### src/rtl/fetch_queue.sv
// Fetch queue: issues PCs to instruction memory and pairs in-order responses with their PCs.
// Optional predecode flag on the decode side when FETCH_QUEUE_PREDECODE_EN is defined.
module fetch_queue #(
  parameter int DEPTH = 4,
  parameter int XLEN  = 32
) (
  input  logic            clk,
  input  logic            reset,
  input  logic [XLEN-1:0] pc_in,
  input  logic            pc_valid,
  output logic            pc_ready,
  input  logic            flush,
  output logic            imem_req_valid,
  output logic [XLEN-1:0] imem_req_addr,
  input  logic            imem_req_ready,
  input  logic            imem_rsp_valid,
  input  logic [XLEN-1:0] imem_rsp_data,
  output logic            dec_valid,
  output logic [XLEN-1:0] dec_pc,
  output logic [XLEN-1:0] dec_instr,
  input  logic            dec_ready,
`ifdef FETCH_QUEUE_PREDECODE_EN
  output logic            dec_is_ctrl,
`endif
  output logic [$clog2(DEPTH):0] occupancy
);

  localparam int AW = $clog2(DEPTH);
  localparam int PW = AW + 1;

  localparam logic [0:0] StRun   = 1'b0;
  localparam logic [0:0] StDrain = 1'b1;

  logic [0:0]    state_q, state_d;
  logic [PW-1:0] head_q, fill_q, alloc_q;
  logic [PW-1:0] drop_q, drop_d;
  logic [PW-1:0] occ, inflight;

  logic [XLEN-1:0]  pc_mem    [DEPTH];
  logic [XLEN-1:0]  instr_mem [DEPTH];
  logic [DEPTH-1:0] filled_q;

  logic run, credit, issue, rsp_acc, deq;
  logic [AW-1:0] head_idx, fill_idx, alloc_idx;

  assign head_idx  = head_q[AW-1:0];
  assign fill_idx  = fill_q[AW-1:0];
  assign alloc_idx = alloc_q[AW-1:0];

  assign occ      = alloc_q - head_q;
  assign inflight = alloc_q - fill_q;
  assign run      = (state_q == StRun);
  assign credit   = (occ < PW'(DEPTH));

  assign imem_req_valid = pc_valid & credit & run & ~flush;
  assign pc_ready       = imem_req_ready & credit & run & ~flush;
  assign imem_req_addr  = pc_in;

  assign issue   = pc_valid & pc_ready;
  // A response with nothing outstanding is a protocol error and is dropped.
  assign rsp_acc = imem_rsp_valid & run & ~flush & (fill_q != alloc_q);

  assign dec_valid = filled_q[head_idx] & (occ != '0);
  assign dec_pc    = pc_mem[head_idx];
  assign dec_instr = instr_mem[head_idx];
  assign deq       = dec_valid & dec_ready & ~flush;
  assign occupancy = occ;

  always_comb begin
    state_d = state_q;
    drop_d  = drop_q;
    if (flush) begin
      // Responses still owed for issued-but-unfilled entries must be swallowed.
      drop_d = drop_q + inflight;
      if (imem_rsp_valid && drop_d != '0) drop_d = drop_d - PW'(1);
      state_d = (drop_d != '0) ? StDrain : StRun;
    end else if (state_q == StDrain) begin
      if (imem_rsp_valid && drop_q != '0) drop_d = drop_q - PW'(1);
      if (drop_d == '0) state_d = StRun;
    end
  end

  always_ff @(posedge clk or posedge reset) begin
    if (reset) begin
      state_q <= StRun;
      drop_q  <= '0;
      head_q  <= '0;
      fill_q  <= '0;
      alloc_q <= '0;
    end else begin
      state_q <= state_d;
      drop_q  <= drop_d;
      if (flush) begin
        head_q  <= '0;
        fill_q  <= '0;
        alloc_q <= '0;
      end else begin
        if (issue)   alloc_q <= alloc_q + PW'(1);
        if (rsp_acc) fill_q  <= fill_q + PW'(1);
        if (deq)     head_q  <= head_q + PW'(1);
      end
    end
  end

  always_ff @(posedge clk or posedge reset) begin
    if (reset) begin
      for (int i = 0; i < DEPTH; i++) begin
        pc_mem[i]    <= '0;
        instr_mem[i] <= '0;
      end
      filled_q <= '0;
    end else begin
      if (issue) begin
        pc_mem[alloc_idx]   <= pc_in;
        filled_q[alloc_idx] <= 1'b0;
      end
      if (rsp_acc) begin
        instr_mem[fill_idx] <= imem_rsp_data;
        filled_q[fill_idx]  <= 1'b1;
      end
    end
  end

`ifdef FETCH_QUEUE_PREDECODE_EN
  logic [DEPTH-1:0] ctrl_q;
  logic             rsp_is_ctrl;

  assign rsp_is_ctrl = (imem_rsp_data[6:0] == 7'b1100011) ||
                       (imem_rsp_data[6:0] == 7'b1101111) ||
                       (imem_rsp_data[6:0] == 7'b1100111);

  always_ff @(posedge clk or posedge reset) begin
    if (reset) begin
      ctrl_q <= '0;
    end else begin
      if (issue)   ctrl_q[alloc_idx] <= 1'b0;
      if (rsp_acc) ctrl_q[fill_idx]  <= rsp_is_ctrl;
    end
  end

  assign dec_is_ctrl = ctrl_q[head_idx] & dec_valid;
`endif

endmodule

### config.mk
export PLATFORM = sky130hd
export DESIGN_NAME = fetch_queue
export DESIGN_NICKNAME = d
export VERILOG_FILES = /design/src/rtl/fetch_queue.sv
export SDC_FILE = /design/constraint.sdc
export NUM_CORES = 1
export LEC_CHECK = 0
export ABC_CLOCK_PERIOD_IN_PS = 12100
export CELL_PAD_IN_SITES_DETAIL_PLACEMENT = 1
export CELL_PAD_IN_SITES_GLOBAL_PLACEMENT = 1
export CORE_AREA = 2 2 212 162
export CTS_CLUSTER_SIZE = 28
export DETAILED_ROUTE_END_ITERATION = 16
export DIE_AREA = 0 0 214 164
export PLACE_DENSITY_LB_ADDON = 0.1
export SLEW_MARGIN = 0
export SYNTH_ARGS = -nofsm -noshare
export SYNTH_HDL_FRONTEND = slang
export SYNTH_SLANG_ARGS = --single-unit
### constraint.sdc
create_clock -name clk -period 12.1 [get_ports clk]
set_input_delay 2.42 -clock clk [delete_from_list [all_inputs] [get_ports clk]]
set_output_delay 2.42 -clock clk [all_outputs]
set_load 0.005 [all_outputs]
# ---- Yosys cells after proc, flatten, opt, wreduce, memory -nomap -nowiden
# Cells that the tools add are included.
dict set report word_totals {
  register_bits 273
  input_bits 71
  out_inout_bits 102
  wordCells 107
}
dict set report classes {
  addsub 8
  n_lt_le_gt_ge 11
  n_eq_ne 1
  mux 37
  bitwise 21
  n_reduce_logical 15
}
# cell count
set op_table {}
lappend op_table {{$bwmux 128} 2}
lappend op_table {{$mux 32} 6}
lappend op_table {{$bmux 32 s2} 2}
lappend op_table {{$demux 32 s2} 2}
lappend op_table {{$mux 3} 13}
lappend op_table {{$and 1x1->1} 13}
lappend op_table {{$reduce_bool 3->1} 4}
lappend op_table {{$add 3x1->3 const B} 3}
lappend op_table {{$ge 3x3->1 const B} 3}
lappend op_table {{$lt 2x3->1 const B} 3}
lappend op_table {{$not 2->3} 3}
lappend op_table {{$mux 4} 2}
lappend op_table {{$reduce_bool 2->1} 4}
lappend op_table {{$mux 1} 7}
lappend op_table {{$logic_and 1x1->1} 6}
lappend op_table {{$lt 3x1->1 const B} 2}
lappend op_table {{$sub 3x1->3 const B} 2}
lappend op_table {{$sub 3x3->3} 2}
lappend op_table {{$and 4x4->4} 1}
lappend op_table {{$demux 1 s2} 2}
lappend op_table {{$ge 2x1->1 const B} 2}
lappend op_table {{$not 4->4} 1}
lappend op_table {{$or 4x4->4} 1}
lappend op_table {{$add 3x3->3} 1}
lappend op_table {{5 further kinds} 6}

# ---- Longest topological paths before layout
# Gate-level depths: netlist (run 1).
dict set report depth {
  depth_word 9
  mapped_depth 13
  mapped_depth_nobuf 13
}

# ---- Worst setup path after synthesis (run 1)
# OpenSTA, ideal clock, no wires.
dict set report synth_path {
  kind {input port to output port}
  start {input flush}
  end {output imem_req_valid}
  t_arrival_ns 2.855
  required_time_ns 9.680
  setup_slack_ns 6.825
  cell_stages 2
  path_buffers 0
  path_cell_list {nor2_1 and3_4}
}
dict set report synth_between {
  elab_chain_len 2
}
# item line_no
set synth_rtl {}
lappend synth_rtl {{start, declared} 12} ;# input logic flush,
lappend synth_rtl {{$not 1->1} 55} ;# assign imem_req_valid = pc_valid & credit & run & ~flush;
lappend synth_rtl {{$and 1x1->1} 55}
lappend synth_rtl {{end, declared} 13} ;# output logic imem_req_valid,
# Every way passes these cells.

# ---- Worst setup path in the final report (run 1)
# Same ends and word-level chain as after synthesis.

==> out/qor.csv, run 1 <==
metric,value,unit
outcome,completed,
async_flop_share,100,%
grt_max_degree,114,
slew_viol_final,0,
cp_max_fo,15,
multi_input_area,5550,µm²
cts_setup_buffers,0,
vias_per_cell,5.07,
core_area,33000,µm²
cap_violations,0,
avgSynthCellArea,16.7,µm²
root_buffer,clkbuf_16,
finalSetupViolCount,0,
crit_family,buffers and inverters,
synth_fp_nets,868,
cts_resized,0,
crit_top_cell,clkdlybuf4s50_1,
wl_per_cell,21.7,µm
tns,0,ps
fin_nets,999,
dr.pass1.iters,4,
area_delta_synth_final,21.2,%
htreeDepth,1,
start_util,39.4,%
ys.flop_type,dfrtp_1,
power_density,169,nW/µm²
cts_tree,yes,
synth_cell_type_count,35,
cts_buffers,29,
path_clk_slew,60,ps
drive_above_1_share,36.9,%
syn_area,13000,µm²
die_y,164,µm
period_share,55.8,%
relSlewSlack,28.2,%
crit_arrival,4340,ps
track_usage,17.4,%
ant_nets,0,
drc,0,
final_common_cell,dfrtp_1,
slowest_delay,680,ps
ys_seq_area_share,52.6,%
final_cell_mix,"dfrtp_1 (271), clkdlybuf4s50_1 (172), mux2_4 (115), mux2_2 (100), mux4_2 (65)",
clk_path_buf_depth,3,
drt_iter0_markers,237,
hold_viol,0,
worst_slack,5340,ps
finClkSkew,12.0,ps
port_buffers,172,
final_cells,1379,
crit_slowest_cell,clkdlybuf4s50_1,
cts.sinks,273,
rsz0062_at_grt,no,
grt_pass1_vias,8157,
io_pins,173,
diodes,0,
fmax,148,MHz
via_count,6995,
worst_setup_path_start_kind,input port,
nFillCells,3149,
grt_pass1_wl,47500,µm
finalWirelength,30000,µm
vdd_drop_max,0.0895,mV
yosysWarnings,0,
clock_latency,560,ps
period_minus_slack,6760,ps
p_leak,0.00730,µW
synth_seq_cells,273,
crit_chain,clkdlybuf4s50_1 -> nor2_1 -> and3_4 -> clkdlybuf4s50_1,
required,9680,ps
synth_edf_count,0,
worst_setup_path_end_kind,output port,
synth_cells,777,
gp_congestion,0.733,
place_ws,5320,ps
chipWidth,214,µm
crit_type,in2out,
final-seq-area,6840,µm²
cp_num_buf_inv,2,
row_count,58,
worst_pin_slew,1080,ps
antenna_found_initial,1,
dp.cells,1327,
grt_overflow_total,0,
dp_hpwl,18400,µm
holdBufCountCts,0,
min_path_type,reg2reg,
die_area,35100,µm²
==> registers in the layout, indices dropped and copies added (netlist names) <==
name and count:
state_q 1, pc_mem 128, fill_q 3, filled_q 4
alloc_q 3, instr_mem 128, drop_q 3, head_q 3
==> metrics by stage <==
| stage | util, % | total power (µW) | hold slack, ps | instance area [µm²] |
|---|---|---|---|---|
| after CTS | 47.7 | 2710 | 486 | 15800 |
| after floorplan | - | 1460 | 452 | 13000 |
| after global placement | 44.8 | 1750 | 461 | 14800 |
| final | 47.7 | 2660 | 482 | 15800 |
| after global routing | 47.7 | 2790 | 504 | 15800 |
| after detailed placement | 44.8 | 1780 | 472 | 14800 |
==> kinds of logic after synthesis <==
| group | Yosys count | synth area share (%) |
|---|---|---|
| xor gates and xnor gates | 13 | 1.09 |
| DFF | 273 | 52.6 |
| buffers and inverters | 96 | 4.79 |
| muxes | 324 | 37.0 |
| AOI/OAI and AO/OA | 20 | 1.12 |
| and+or+nand+nor | 31 | 1.36 |
| adders and majority gates | 20 | 2.10 |
==> area by class of cell <==
| type | count | area share (%) |
|---|---|---|
| clock buffers | 41 | 5.27 |
| multi-input cells | 408 | 35.2 |
| inverters | 20 | 0.524 |
| well taps | 450 | 3.57 |
| repair buffers | 176 | 11.1 |
| flip-flops and latches | 273 | 43.4 |
| clock inverters | 11 | 0.850 |
==> report_power, final <==
part           internal, µW  switching [µW]  total, µW
logic                   439             225        665
clock network           539             364        903
registers              1030            65.7       1090
==> synth_stat cells, types with 2 or more instances <==
cell	instances	share of area, %
a21o_1	3	0.17
a22o_1	2	0.13
and2_1	4	0.19
and3_4	6	0.52
buf_1	3	0.087
buf_2	18	0.69
buf_4	32	1.8
buf_6	16	1.4
clkbuf_1	7	0.20
dfrtp_1	273	53
fa_1	3	0.46
ha_1	17	1.6
inv_1	20	0.58
mux2_1	41	3.6
mux2_2	100	8.7
mux2_4	115	13
mux2i_1	3	0.23
mux4_2	65	11
nand2_1	7	0.20
nor2_1	11	0.32
o21ai_0	3	0.12
o21ai_1	3	0.12
o21bai_1	2	0.12
o311a_1	2	0.15
xnor2_1	7	0.47
xnor3_1	2	0.35
xor2_1	4	0.27
==> metal layers <==
layer  global-route usage (%)  vias to the layer above  routed length, µm
met1                     21.1                     3758              12600
li1                         -                     3063                  -
met5                        0                        -                 13
met4                     4.32                        2                665
met2                     31.3                      128              15300
met3                     4.11                       44               1420
==> final timing paths <==
path / start / to / slack (ps) / depth (start not counted)
max in group asynchronous: reset / pc_mem[56]$_DFFE_PP0P_ / 7140 / 4
worst max register to register: head_q[0]$_DFFE_PP0P_ / pc_mem[93]$_DFFE_PP0P_ / 8710 / 6
worst min-delay path: instr_mem[22]$_DFFE_PP0P_ / instr_mem[22]$_DFFE_PP0P_ / 480 / 1
worst min register to register: instr_mem[22]$_DFFE_PP0P_ / instr_mem[22]$_DFFE_PP0P_ / 480 / 1
worst max-delay path: flush / imem_req_valid / 5340 / 4
min in group asynchronous: reset / instr_mem[94]$_DFFE_PP0P_ / 2380 / 2
Note: power is estimated with default switching activity, not from simulation.
==> run 2: changes to the inputs <==
Settings changed: ABC_CLOCK_PERIOD_IN_PS 12100 to 5900.
Clock period 12.1 ns to 5.9 ns, I/O delays scaled along.
==> run 2 against run 1 <==
Largest power group unchanged. Sequential cell count stayed put. Sequential power rose by 110%. Critical path type is now reg2out. Critical endpoint is now dec_valid. Core utilization increased by 0.48 points.
==> out/qor.csv, run 2 (synthesis gave the netlist of run 1 again) <==
metric,value,unit,change
cap_violations,0,,unchanged
chipWidth,214,µm,unchanged
grt_pass1_wl,48700,µm,+2.6%
p_leak,0.00737,µW,+0.89%
period_share,77.9,%,
power,5650,µW,+110%
min_path_type,reg2reg,,
gp_congestion,0.718,,-2.0%
cts_buffers,30,,+3.4%
vias_per_cell,5.10,,+0.56%
slowest_delay,660,ps,-20 ps
worst_setup_path_end_kind,output port,,
cts.sinks,273,,unchanged
worst_setup_path_start_kind,register,,
diodes,0,,unchanged
cp_max_fo,20,,+5
via_count,7060,,+0.93%
root_buffer,clkbuf_16,,
final_common_cell,dfrtp_1,,
grt_overflow_total,0,,unchanged
reg.largest.list,"instr_mem (128), pc_mem (128), filled_q (4)",,
port_buffers,172,,unchanged
drc,0,,unchanged
ant_nets,0,,unchanged
placed_cell_area,14800,µm²,+0.21%
start_util,39.4,%,unchanged
grt_max_degree,131,,+15%
holdBufCountCts,0,,unchanged
period_minus_slack,4600,ps,
grt_pass1_vias,8320,,+2.0%
final_cell_mix,"dfrtp_1 (271), clkdlybuf4s50_1 (172), mux2_4 (115), mux2_2 (100), mux4_2 (65)",,
whs,485,ps,+2.80 ps
die_y,164,µm,unchanged
power_density,355,nW/µm²,+110%
track_usage,17.9,%,+0.51 points
crit_family,flip-flops,,
dr.pass1.iters,4,,unchanged
crit_chain,ha_1 -> fa_1 -> xnor3_1 -> a21boi_0 -> clkdlybuf4s50_1,,
drt_iter0_markers,307,,+30%
clk_path_buf_depth,3,,unchanged
finalWirelength,30700,µm,+2.3%
htreeDepth,1,,unchanged
tns,0,ps,unchanged
fin_nets,1003,,+0.40%
outcome,completed,,
finClkSkew,14.5,ps,+2.49 ps
cp_num_buf_inv,1,,-1
crit_slowest_cell,dfrtp_4,,
finalInstanceArea,15900,µm²,+1.0%
worst_pin_slew,1070,ps,-7.34 ps
crit_arrival,3420,ps,-920 ps
finalSetupViolCount,0,,unchanged
area_delta_synth_final,22.4,%,
clock_latency,560,ps,about the same
dp.cells,1330,,+0.23%
core_area,33000,µm²,unchanged
crit_type,reg2out,,
relSlewSlack,28.4,%,+0.24 points
die_area,35100,µm²,unchanged
io_pins,173,,unchanged
slew_viol_final,0,,unchanged
vdd_drop_max,0.199,mV,+120%
antenna_found_initial,1,,unchanged
dp_hpwl,19300,µm,+5.0%
wl_per_cell,22.2,µm,+2.0%
rsz0062_at_grt,no,,
cts_setup_buffers,0,,unchanged
hold_viol,0,,unchanged
required,4720,ps,-4960 ps
final_cells,1384,,+0.36%
nFillCells,3139,,-0.32%
drive_above_1_share,37.7,%,+0.77 points
cts_resized,0,,unchanged
row_count,58,,unchanged
cts_tree,yes,,
fmax,217,MHz,
path_clk_slew,60,ps,about the same
-- run 2: worst reg2reg max path, cell delays in order, from the launching register on --
cell and delay [ps]:
dfrtp_4 660, ha_1 300, fa_1 360, xnor3_1 510, and3_4 240, and3_4 700
mux2_1 420
-- run 2: layer usage --
layer	track usage (%)	share of wire, %
met1	22.0	43
met4	3.91	1.7
met2	32.3	51
met5	0	0.039
met3	3.98	4.5
-- run 2: through the flow --
step	utilization, %	setup slack [ps]
3_3_place_gp	44.9	1710
5_1_grt	48.2	1140
6_report	48.2	1300
4_1_cts	48.2	1160
2_1_floorplan	-	1110
3_5_place_dp	44.9	1640
-- run 2: worst paths after layout --
| path | startpoint | endpoint | slack (ps) | cells past startpoint |
|---|---|---|---|---|
| worst max-delay path | head_q[0]$_DFFE_PP0P_ | dec_valid | 1300 | 5 |
| worst min-delay path | instr_mem[18]$_DFFE_PP0P_ | instr_mem[18]$_DFFE_PP0P_ | 480 | 1 |
| worst max register to register | head_q[0]$_DFFE_PP0P_ | pc_mem[94]$_DFFE_PP0P_ | 2600 | 6 |
| worst min register to register | instr_mem[18]$_DFFE_PP0P_ | instr_mem[18]$_DFFE_PP0P_ | 480 | 1 |
| max in group asynchronous | reset | head_q[0]$_DFFE_PP0P_ | 3660 | 3 |
| min in group asynchronous | reset | pc_mem[51]$_DFFE_PP0P_ | 930 | 2 |
-- run 2: area by class of cell --
cell class                 instances  area [µm²]  share of cell area, %
clock inverter                    10         158                  0.991
multi-input combinational        408        5550                   34.9
timing repair buffer             179        1790                   11.2
inverter                          20        78.8                  0.495
sequential                       273        6840                   43.0
clock buffer                      44         935                   5.87
tap                              450         563                   3.54
-- run 2: power by group --
part | internal (µW) | switching [µW] | leakage (µW)
clock network | 1260 | 773 | 0.000532
registers | 2100 | 137 | 0.00372
logic | 903 | 475 | 0.00312
